--- src/rtl/gate_pair_sequencer.sv ---
// gate_pair_sequencer
//
// Applies a single-qubit gate (X, Z, Y or identity) to a state vector of
// 2^NUM_QUBITS complex amplitudes. The amplitudes live in a register file.
// The sequencer walks every amplitude pair (i0, i1) that differs only in
// the target bit. For each pair it spends one FETCH cycle and one WRITE cycle.
//
// Ports
//   clk          rising-edge clock
//   rst          synchronous active-high reset
//   load_valid   amplitude write request (accepted only while idle)
//   load_ready   high when a load is accepted (IDLE only)
//   load_idx     amplitude index to write
//   load_r/i     amplitude value to write (signed)
//   start        one-cycle request to apply a gate
//   gate_op      00=X, 01=Z, 10=Y, 11=identity
//   target       target qubit index
//   busy         high while pairs are being processed
//   done         one-cycle pulse when a gate completes
//   err          sticky flag for an illegal target, cleared by the next legal start
//   rd_idx       readback index
//   rd_r/i       combinational readback of amplitude[rd_idx]

// The amplitude width normally comes from the shared fixed-point header.
// If that header has not been included, the width falls back to 16 bits.
`ifndef TOTAL_WIDTH
`define TOTAL_WIDTH 16
`endif

module gate_pair_sequencer #(
   parameter int NUM_QUBITS = 3
) (
   input  logic                            clk,
   input  logic                            rst,
   input  logic                            load_valid,
   output logic                            load_ready,
   input  logic [NUM_QUBITS-1:0]           load_idx,
   input  logic signed [`TOTAL_WIDTH-1:0]  load_r,
   input  logic signed [`TOTAL_WIDTH-1:0]  load_i,
   input  logic                            start,
   input  logic [1:0]                      gate_op,
   input  logic [2:0]                      target,
   output logic                            busy,
   output logic                            done,
   output logic                            err,
   input  logic [NUM_QUBITS-1:0]           rd_idx,
   output logic signed [`TOTAL_WIDTH-1:0]  rd_r,
   output logic signed [`TOTAL_WIDTH-1:0]  rd_i
);

   localparam int W     = `TOTAL_WIDTH;
   localparam int DEPTH = 2 ** NUM_QUBITS;
   localparam int KW    = (NUM_QUBITS > 1) ? NUM_QUBITS - 1 : 1;
   localparam logic [KW-1:0] K_LAST = KW'((DEPTH / 2) - 1);
   localparam logic signed [W-1:0] S_MAX = {1'b0, {(W-1){1'b1}}};
   localparam logic signed [W-1:0] S_MIN = {1'b1, {(W-1){1'b0}}};

   typedef enum logic [1:0] {S_IDLE, S_FETCH, S_WRITE, S_FIN} state_t;
   typedef enum logic [1:0] {OP_X = 2'b00, OP_Z = 2'b01, OP_Y = 2'b10, OP_I = 2'b11} op_t;

   state_t state, next_state;
   op_t    op_q;
   logic [2:0]    tgt_q;
   logic [KW-1:0] k;

   logic signed [W-1:0] amp_r [DEPTH];
   logic signed [W-1:0] amp_i [DEPTH];
   logic signed [W-1:0] alpha_r, alpha_i, beta_r, beta_i;
   logic signed [W-1:0] new_a_r, new_a_i, new_b_r, new_b_i;

   logic [NUM_QUBITS-1:0] kx, low_mask, tgt_bit, i0, i1;
   logic start_legal, start_illegal;

   // Negation clamps the most-negative code to the most-positive one.
   // Two's complement would otherwise wrap the result back to itself.
   function automatic logic signed [W-1:0] neg_sat(input logic signed [W-1:0] x);
      return (x == S_MIN) ? S_MAX : -x;
   endfunction

   // Pair addressing. The bits of k below the target stay where they are.
   // The bits at or above the target move up by one position, which leaves
   // a 0 at the target bit. The top bit of kx is always 0, so nothing is
   // lost by the shift.
   always_comb begin
      kx       = NUM_QUBITS'(k);
      tgt_bit  = NUM_QUBITS'(1) << tgt_q;
      low_mask = tgt_bit - NUM_QUBITS'(1);
      i0       = (kx & low_mask) | ((kx & ~low_mask) << 1);
      i1       = i0 | tgt_bit;
   end

   // NOTE: every signal written here gets a default first, so no path can leave it unassigned and infer a latch.
   always_comb begin
      next_state    = state;
      start_legal   = 1'b0;
      start_illegal = 1'b0;
      load_ready    = 1'b0;
      busy          = 1'b0;
      done          = 1'b0;
      case (state)
         S_IDLE: begin
            load_ready = 1'b1;
            if (start) begin
               if (32'(target) < NUM_QUBITS) begin
                  start_legal = 1'b1;
                  next_state  = S_FETCH;
               end else begin
                  start_illegal = 1'b1;
                  next_state    = S_FIN;
               end
            end
         end
         S_FETCH: begin
            busy       = 1'b1;
            next_state = S_WRITE;
         end
         S_WRITE: begin
            busy       = 1'b1;
            next_state = (k == K_LAST) ? S_FIN : S_FETCH;
         end
         S_FIN: begin
            done       = 1'b1;
            next_state = S_IDLE;
         end
         default: next_state = S_IDLE;
      endcase
   end

   // Gate arithmetic on the fetched pair. Identity passes both values through unchanged.
   always_comb begin
      new_a_r = alpha_r;
      new_a_i = alpha_i;
      new_b_r = beta_r;
      new_b_i = beta_i;
      case (op_q)
         OP_X: begin
            new_a_r = beta_r;
            new_a_i = beta_i;
            new_b_r = alpha_r;
            new_b_i = alpha_i;
         end
         OP_Z: begin
            new_b_r = neg_sat(beta_r);
            new_b_i = neg_sat(beta_i);
         end
         OP_Y: begin
            new_a_r = beta_i;
            new_a_i = neg_sat(beta_r);
            new_b_r = neg_sat(alpha_i);
            new_b_i = alpha_r;
         end
         default: ;
      endcase
   end

   // NOTE: clocked state uses non-blocking assignments so every register samples pre-edge values.
   always_ff @(posedge clk) begin
      if (rst) state <= S_IDLE;
      else     state <= next_state;
   end

   always_ff @(posedge clk) begin
      if (rst) begin
         // NOTE: the state vector is a small flop array that must read back as zero after reset, so every entry is cleared here.
         for (int n = 0; n < DEPTH; n++) begin
            amp_r[n] <= '0;
            amp_i[n] <= '0;
         end
         alpha_r <= '0;
         alpha_i <= '0;
         beta_r  <= '0;
         beta_i  <= '0;
         k       <= '0;
         op_q    <= OP_X;
         tgt_q   <= '0;
         err     <= 1'b0;
      end else begin
         if (load_valid && load_ready) begin
            amp_r[load_idx] <= load_r;
            amp_i[load_idx] <= load_i;
         end
         if (start_legal) begin
            op_q  <= op_t'(gate_op);
            tgt_q <= target;
            k     <= '0;
            err   <= 1'b0;
         end
         // An illegal target leaves op, target and the state vector untouched.
         if (start_illegal) err <= 1'b1;
         if (state == S_FETCH) begin
            alpha_r <= amp_r[i0];
            alpha_i <= amp_i[i0];
            beta_r  <= amp_r[i1];
            beta_i  <= amp_i[i1];
         end
         if (state == S_WRITE) begin
            amp_r[i0] <= new_a_r;
            amp_i[i0] <= new_a_i;
            amp_r[i1] <= new_b_r;
            amp_i[i1] <= new_b_i;
            if (k != K_LAST) k <= k + KW'(1);
         end
      end
   end

   assign rd_r = amp_r[rd_idx];
   assign rd_i = amp_i[rd_idx];

endmodule

--- config.mk ---
export PLATFORM = sky130hd
export DESIGN_NAME = gate_pair_sequencer
export DESIGN_NICKNAME = d
export VERILOG_FILES = /design/src/rtl/gate_pair_sequencer.sv
export SDC_FILE = /design/constraint.sdc
export NUM_CORES = 1
export LEC_CHECK = 0
export CORE_ASPECT_RATIO = 1.25
export CORE_MARGIN = 5
export CORE_UTILIZATION = 50
export DETAILED_ROUTE_END_ITERATION = 10
export PLACE_DENSITY = 0.73
export RECOVER_POWER = 100
export SLEW_MARGIN = 30
export SYNTH_ARGS = -nofsm -noshare
export SYNTH_HDL_FRONTEND = slang
export SYNTH_SLANG_ARGS = --single-unit
--- constraint.sdc ---
create_clock -name clk -period 4.6 [get_ports clk]
set_clock_uncertainty 0.05 [all_clocks]
set_input_delay 0.92 -clock clk [delete_from_list [all_inputs] [get_ports clk]]
set_output_delay 0.92 -clock clk [all_outputs]
set_load 0.02 [all_outputs]
==> impl_metrics.yaml, run 1 <==
clock_tree:
  post_cts_buffers: 0
  clockBufferDepth: 3
  cts-root-buf: "clkbuf_16"
  clk_transition_reported_paths_ps: 70
  cts_tree: "yes"
  htreeDepth: 2
  cts_sinks: 330
  cts_hold_buf: 0
  clk-insertion-delay-late_ps: 550
  cts.repair.resized: 0
  cts_buffers: 36
detailed_routing:
  drc: 0
  dr_total_vias: 20300
  wl_um: 90400
  via_per_inst: 7.94
  routedWlPerCell_um: 35.4
  first_pass_iters: 6
  ant_nets: 0
  drt-initial-drc-count: 3639
timing:
  slew_violations: 102
  rsz0062_at_grt: "false"
  slew_headroom_pct: -103
  setup_tns_ps: 0
  hold_viol: 0
  max_freq_mhz: 232
  period_share_pct: 93.5
  fin_crit_ps: 4300
  setup_slack_ps: 297
  worstMarginPinSlew_ps: 3040
  setup_viol: 0
logic_synthesis:
  ys_ff_latch: 330
  async_reset_ff_share_pct: 0
  ys_warn_count: 0
  synth_area_per_cell_sq_um: 10.7
  synth-edff-count: 256
  ys.flop_type: "edfxtp_1"
  syn_nets: 2028
  ys_seq_area_share_pct: 43.2
  synth_area_sq_mm: 0.0212
  synth_cells: 1973
  synthDistinctLibCells: 74
global_routing:
  grt_pass1_wl_um: 130000
  grt_overflow_total: 0
  grt_max_degree: 129
  antenna_found_initial: 0
  grt_pass1_vias: 19800
  grt_usage_pct: 37.3
power_and_ir_drop:
  p_per_area_mw_per_mm2: 537
  total_leakage_power_nw: 8.56
  ir_worst_vdd_uv: 322
  p_total_w: 0.0128
critical_path:
  r2r_start: "tgt_q[0]"
  r2r_cells: 5
  rrSetupSlack_ps: 300
  crit_arrival_ps: 4470
  critPathKind: "register to register"
  r2r_end: "amp_i[1][5]"
  crit_required_ps: 4770
  cp-start-kind: "register"
  cp-end-kind: "register"
  crit_fanout: 25
placement:
  dp.cells: 2491
  preCtsSetupSlack_ps: 689
  hpwl_um: 58500
  placed_area_sq_mm: 0.0228
  routabilityCongestion: 1.06
  port-buffer-count: 82
run_status:
  status: "finished with violations"
  violations: "capacitance limit, slew limit"
min_path:
  whs_path_depth: 2
  min_path_type: "register to register"
  hold_start: "op_q[1]"
  holdPathEnd: "op_q[1]"
run:
  maxCapViolations: 3
final_layout:
  multi_input_area_sq_mm: 0.0112
  syn2layout_area_growth_pct: 12.1
  n_fill_cell: 3530
  seq_area_sq_mm: 0.00917
  final_area_sq_mm: 0.0238
  nets: 2027
  finalNonFillerCells: 2558
  drive_above_1_share_pct: 15.4
  n_antenna_cell: 0
floorplan:
  die_area_sq_mm: 0.0467
  die_w_um: 194
  die_h_um: 240
  num_rows: 84
  core_area_sq_mm: 0.0420
  start_util_pct: 50.4
  io_pins: 83
## how the worst max path moves through the flow
stage                   start          end  slack, ps  depth (start not counted)
global placement    rd_idx[1]      rd_r[3]        710                          5
detailed placement  rd_idx[1]      rd_r[2]        690                          5
floorplan                 rst  amp_i[0][0]        510                          6
CTS                 rd_idx[1]      rd_r[2]        680                          5
global route        rd_idx[1]      rd_r[4]        320                          5
finish               tgt_q[0]  amp_i[1][5]        300                          5
## metal layers
metal | wire length, um | part of all wire, % | vias up | global-route usage, %
met5 | 0 | 0 | - | 0
met4 | 7630 | 8.4 | 0 | 23.7
met3 | 13800 | 15 | 564 | 10.7
met2 | 39000 | 43 | 2132 | 57.5
met1 | 30000 | 33 | 9628 | 46.6
li1 | - | - | 7999 | -
## critical path, stage by stage, from the launching register on
cell and delay, ps:
dfxtp_1 750, a21o_1 330, o21a_1 970, nand3_1 760, nand3_1 760, buf_12 330
## cell type report
cell class,count,area share [%]
multi-input combinational,1417,47.1
sequential,330,38.6
timing repair buffer,171,6.43
clock buffer,45,4.02
tap,559,2.94
clock inverter,20,0.679
inverter,16,0.253
## cell usage after synthesis (all sizes together), types with 7 or more instances
| library cell | count | area share [%] |
|---|---|---|
| a211oi | 72 | 2.6 |
| a21oi | 114 | 2.7 |
| a221oi | 20 | 0.86 |
| a222oi | 17 | 0.80 |
| a31oi | 10 | 0.30 |
| a32o | 16 | 0.76 |
| and2 | 7 | 0.21 |
| and3 | 8 | 0.24 |
| buf | 46 | 1.1 |
| clkbuf | 164 | 2.9 |
| dfxtp | 74 | 7.0 |
| edfxtp | 256 | 36 |
| ha | 8 | 0.47 |
| inv | 15 | 0.27 |
| mux2 | 37 | 2.0 |
| mux2i | 188 | 8.9 |
| mux4 | 96 | 10 |
| nand2 | 129 | 2.3 |
| nand2b | 14 | 0.41 |
| nand3 | 27 | 0.66 |
| nor2 | 124 | 2.2 |
| nor3 | 19 | 0.47 |
| nor3b | 9 | 0.32 |
| nor4 | 17 | 0.63 |
| o211ai | 19 | 0.67 |
| o21ai | 66 | 1.6 |
| o221a | 15 | 0.80 |
| o221ai | 12 | 0.50 |
| o22ai | 264 | 7.8 |
| or3 | 8 | 0.24 |
| xnor2 | 13 | 0.54 |
| xor2 | 13 | 0.54 |
## placed cells by master (no fill, tap or decap), types with 13 or more instances in the layout
cell type        Yosys  final
a211oi_1            71     71
a21oi_1            112    113
a221oi_1            19     20
a222oi_1            17     17
a32o_1              16     16
buf_4               10     58
clkbuf_1           162     20
clkbuf_16            0     37
clkdlybuf4s50_1      0     51
dfxtp_1             74     72
dlygate4sd3_1        0     27
edfxtp_1           256    256
inv_1               15     15
mux2_2              37     37
mux2i_1            188    188
mux4_2              96     96
nand2_1            129    129
nand2b_1            14     13
nand3_1             26     20
nor2_1             124    121
nor3_1              18     17
nor4_1              14     16
o211ai_1            19     19
o21ai_0             48     55
o221a_2             15     15
o22ai_1            264    264
xnor2_1             13     13
xor2_1              13     13
## power breakdown
group / internal (W) / switching [W] / total [W]
Clock: 0.00160 / 0.00128 / 0.00287
Combinational: 0.00199 / 0.00344 / 0.00543
Sequential: 0.00368 / 0.000786 / 0.00447
Total: 0.00727 / 0.00551 / 0.0128
## logic make-up (layout without fill, tap and decap cells)
logic type / count (synthesis) / after routing / share of synthesized area (%)
compound gates: 674 / 674 / 21.3
simple gates: 388 / 388 / 8.54
flops: 330 / 330 / 43.2
mux: 321 / 321 / 21.0
buf+inv: 226 / 252 / 4.31
xor+xnor: 26 / 26 / 1.07
fa+ha+maj: 8 / 8 / 0.472
## through the flow
stage                     hold WS [ps]  utilization (%)
after floorplan                    420                -
after global placement             407             54.2
after detailed placement           419             54.2
after CTS                          440             56.9
after global routing               467             56.5
final                              439             56.5
## sequential cells by signal, indices dropped and copies added (netlist names), 3 cells and up
name,cells
alpha_i,16
alpha_r,16
amp_i,128
amp_r,128
beta_i,16
beta_r,16
tgt_q,3
Power figures use the tool's default switching activity.
==> run 2: changes to the inputs <==
--- a/config.mk
+++ b/config.mk
@@ -9,9 +9,10 @@
 export CORE_MARGIN = 5
 export CORE_UTILIZATION = 50
 export DETAILED_ROUTE_END_ITERATION = 10
-export PLACE_DENSITY = 0.73
+export PLACE_DENSITY = 0.68
 export RECOVER_POWER = 100
 export SLEW_MARGIN = 30
 export SYNTH_ARGS = -nofsm -noshare
 export SYNTH_HDL_FRONTEND = slang
 export SYNTH_SLANG_ARGS = --single-unit
+export TNS_END_PERCENT = 10
==> run 2 against run 1 <==
Effect of this change: clock-buffer cell count grew 11; critical path type is now input port to output pin; non-clock buffer count shrank 3; global-route usage shrank 0.19 points; setup slack gained 86 ps; clock power is essentially flat; combinational power grew 2%; die area is the same; register-to-register slack gained 180 ps; highest routed layer is now met5; sequential share of layout area shrank 0.067 points; the flow still finishes with violations (capacitance limit, slew limit).
==> impl_metrics.yaml, run 2 (synthesis gave the netlist of run 1 again) <==
clock_tree:
  cts_sinks: 330
  cts_buffers: 36
  cts_hold_buf: 0
  cts-root-buf: "clkbuf_16"
  cts.repair.resized: 0
  htreeDepth: 2
  clk-insertion-delay-late_ps: 550
  cts_tree: "yes"
  post_cts_buffers: 0
  clockBufferDepth: 3
  clk_transition_reported_paths_ps: 60
power_and_ir_drop:
  total_leakage_power_nw: 8.55
  ir_worst_vdd_uv: 342
  p_per_area_mw_per_mm2: 540
  p_total_w: 0.0129
placement:
  hpwl_um: 57400
  routabilityCongestion: 1.07
  dp.cells: 2490
  port-buffer-count: 82
critical_path:
  cp_top_family: "buffers and inverters"
  crit_required_ps: 3630
  cp_slowest_cell: "clkbuf_4"
  crit_path_max_incr_delay_ps: 710
  cp-start-kind: "input port"
  crit_buf_inv: 3
  critPathKind: "input port to output pin"
  crit_path_cell_trace: "buf_4 > clkbuf_4 > mux4_2 > mux2_2 > dlygate4sd3_1"
  crit_arrival_ps: 3250
  crit_fanout: 42
  cp-end-kind: "output pin"
detailed_routing:
  via_per_inst: 7.76
  first_pass_iters: 7
  drc: 0
  routedWlPerCell_um: 35.1
  wl_um: 89900
  dr_total_vias: 19900
  drt-initial-drc-count: 3590
  ant_nets: 0
timing:
  period_share_pct: 91.7
  holdWs_ps: 468
  max_freq_mhz: 237
  setup_tns_ps: 0
  slew_violations: 59
  hold_viol: 0
  slew_headroom_pct: -67.8
  setup_viol: 0
  rsz0062_at_grt: "false"
  worstMarginPinSlew_ps: 2520
  fin_crit_ps: 4220
run:
  maxCapViolations: 2
global_routing:
  antenna_found_initial: 2
  top_usage_layer: "met2"
  use_met1_pct: 47.9
  grt_use_met2_pct: 57.4
  grt_pass1_vias: 19300
  grt_overflow_total: 0
  grt_max_degree: 129
  grt_usage_pct: 37.2
  grt_pass1_wl_um: 129000
  grtUsageMet3_pct: 9.19
floorplan:
  core_area_sq_mm: 0.0420
  die_area_sq_mm: 0.0467
  start_util_pct: 50.4
  die_h_um: 240
  io_pins: 83
  die_w_um: 194
  num_rows: 84
final_layout:
  nets: 2024
  final_common_cell: "o22ai_1"
  n_fill_cell: 3624
  layout_common_cells: "o22ai_1, edfxtp_1, mux2i_1"
  syn2layout_area_growth_pct: 12.3
  reg_top3: "amp_i x128, amp_r x128"
  drive_above_1_share_pct: 16.0
  finalNonFillerCells: 2557
run_status:
  violations: "capacitance limit, slew limit"
  status: "finished with violations"
min_path:
  min_path_type: "register to register"
-- run 2: cell types whose count changed in the layout (fill, tap and decap cells not counted), moves of 2 or more --
cell | previous run | this run
o21ai_0 | 55 | 52
clkinvlp_4 | 0 | 2
nand3_1 | 20 | 18
o21ai_1 | 10 | 13
clkbuf_2 | 10 | 16
clkbuf_8 | 0 | 7
nor4_2 | 0 | 2
nand3_2 | 7 | 9
dlygate4sd3_1 | 27 | 15
clkdlybuf4s50_1 | 51 | 63
clkinv_1 | 7 | 2
buf_4 | 58 | 56
clkinv_2 | 9 | 3
-- run 2: per-stage QoR --
step / cell area, sq um / worst slack, ps / utilization, %
3_5_place_dp: 22800 / 725 / 54.2
2_1_floorplan: 21200 / 505 / -
4_1_cts: 23900 / 717 / 57.0
6_report: 23800 / 383 / 56.6
5_1_grt: 23800 / 353 / 56.6
3_3_place_gp: 22800 / 749 / 54.2
-- run 2: worst reg2reg max path, stage by stage (launching register included) --
cell      delay [ps]
dfxtp_1          290
clkbuf_1         210
inv_1            160
ha_1             220
or4b_1           530
nor4_1          1240
nand2b_1         380
a222oi_1         210
o21bai_1         400
o22ai_1          270
-- run 2: cell type report --
class	instances	area, sq um	share of cell area (%)
antenna	1	2.50	0.0105
clock buffer	56	1070	4.48
clock inverter	10	90.1	0.378
inverter	16	60.1	0.252
multi-input combinational	1417	11200	47.1
sequential	330	9170	38.5
tap	559	699	2.94
timing repair buffer	168	1500	6.30
-- run 2: per-layer routing --
| layer | up-vias | wire length (um) |
|---|---|---|
| met1 | 9470 | 30700 |
| met3 | 495 | 13300 |
| li1 | 7985 | - |
| met4 | 2 | 6760 |
| met2 | 1898 | 39100 |
| met5 | - | 13 |
-- run 2: where the power goes --
group / internal (W) / switching, W / leakage, nW / total, W
combinational: 0.00201 / 0.00355 / 4.73 / 0.00556
sequential: 0.00368 / 0.000734 / 3.26 / 0.00441
clock: 0.00166 / 0.00123 / 0.561 / 0.00289
total: 0.00735 / 0.00551 / 8.55 / 0.0129
-- run 2: worst paths after layout --
path	start	to	cells after the start	slack [ps]
setup / recovery	rd_idx[0]	rd_i[15]	5	380
hold / removal	err	err	2	470
setup reg to reg	alpha_i[1]	amp_r[0][11]	9	480
hold reg to reg	err	err	2	470
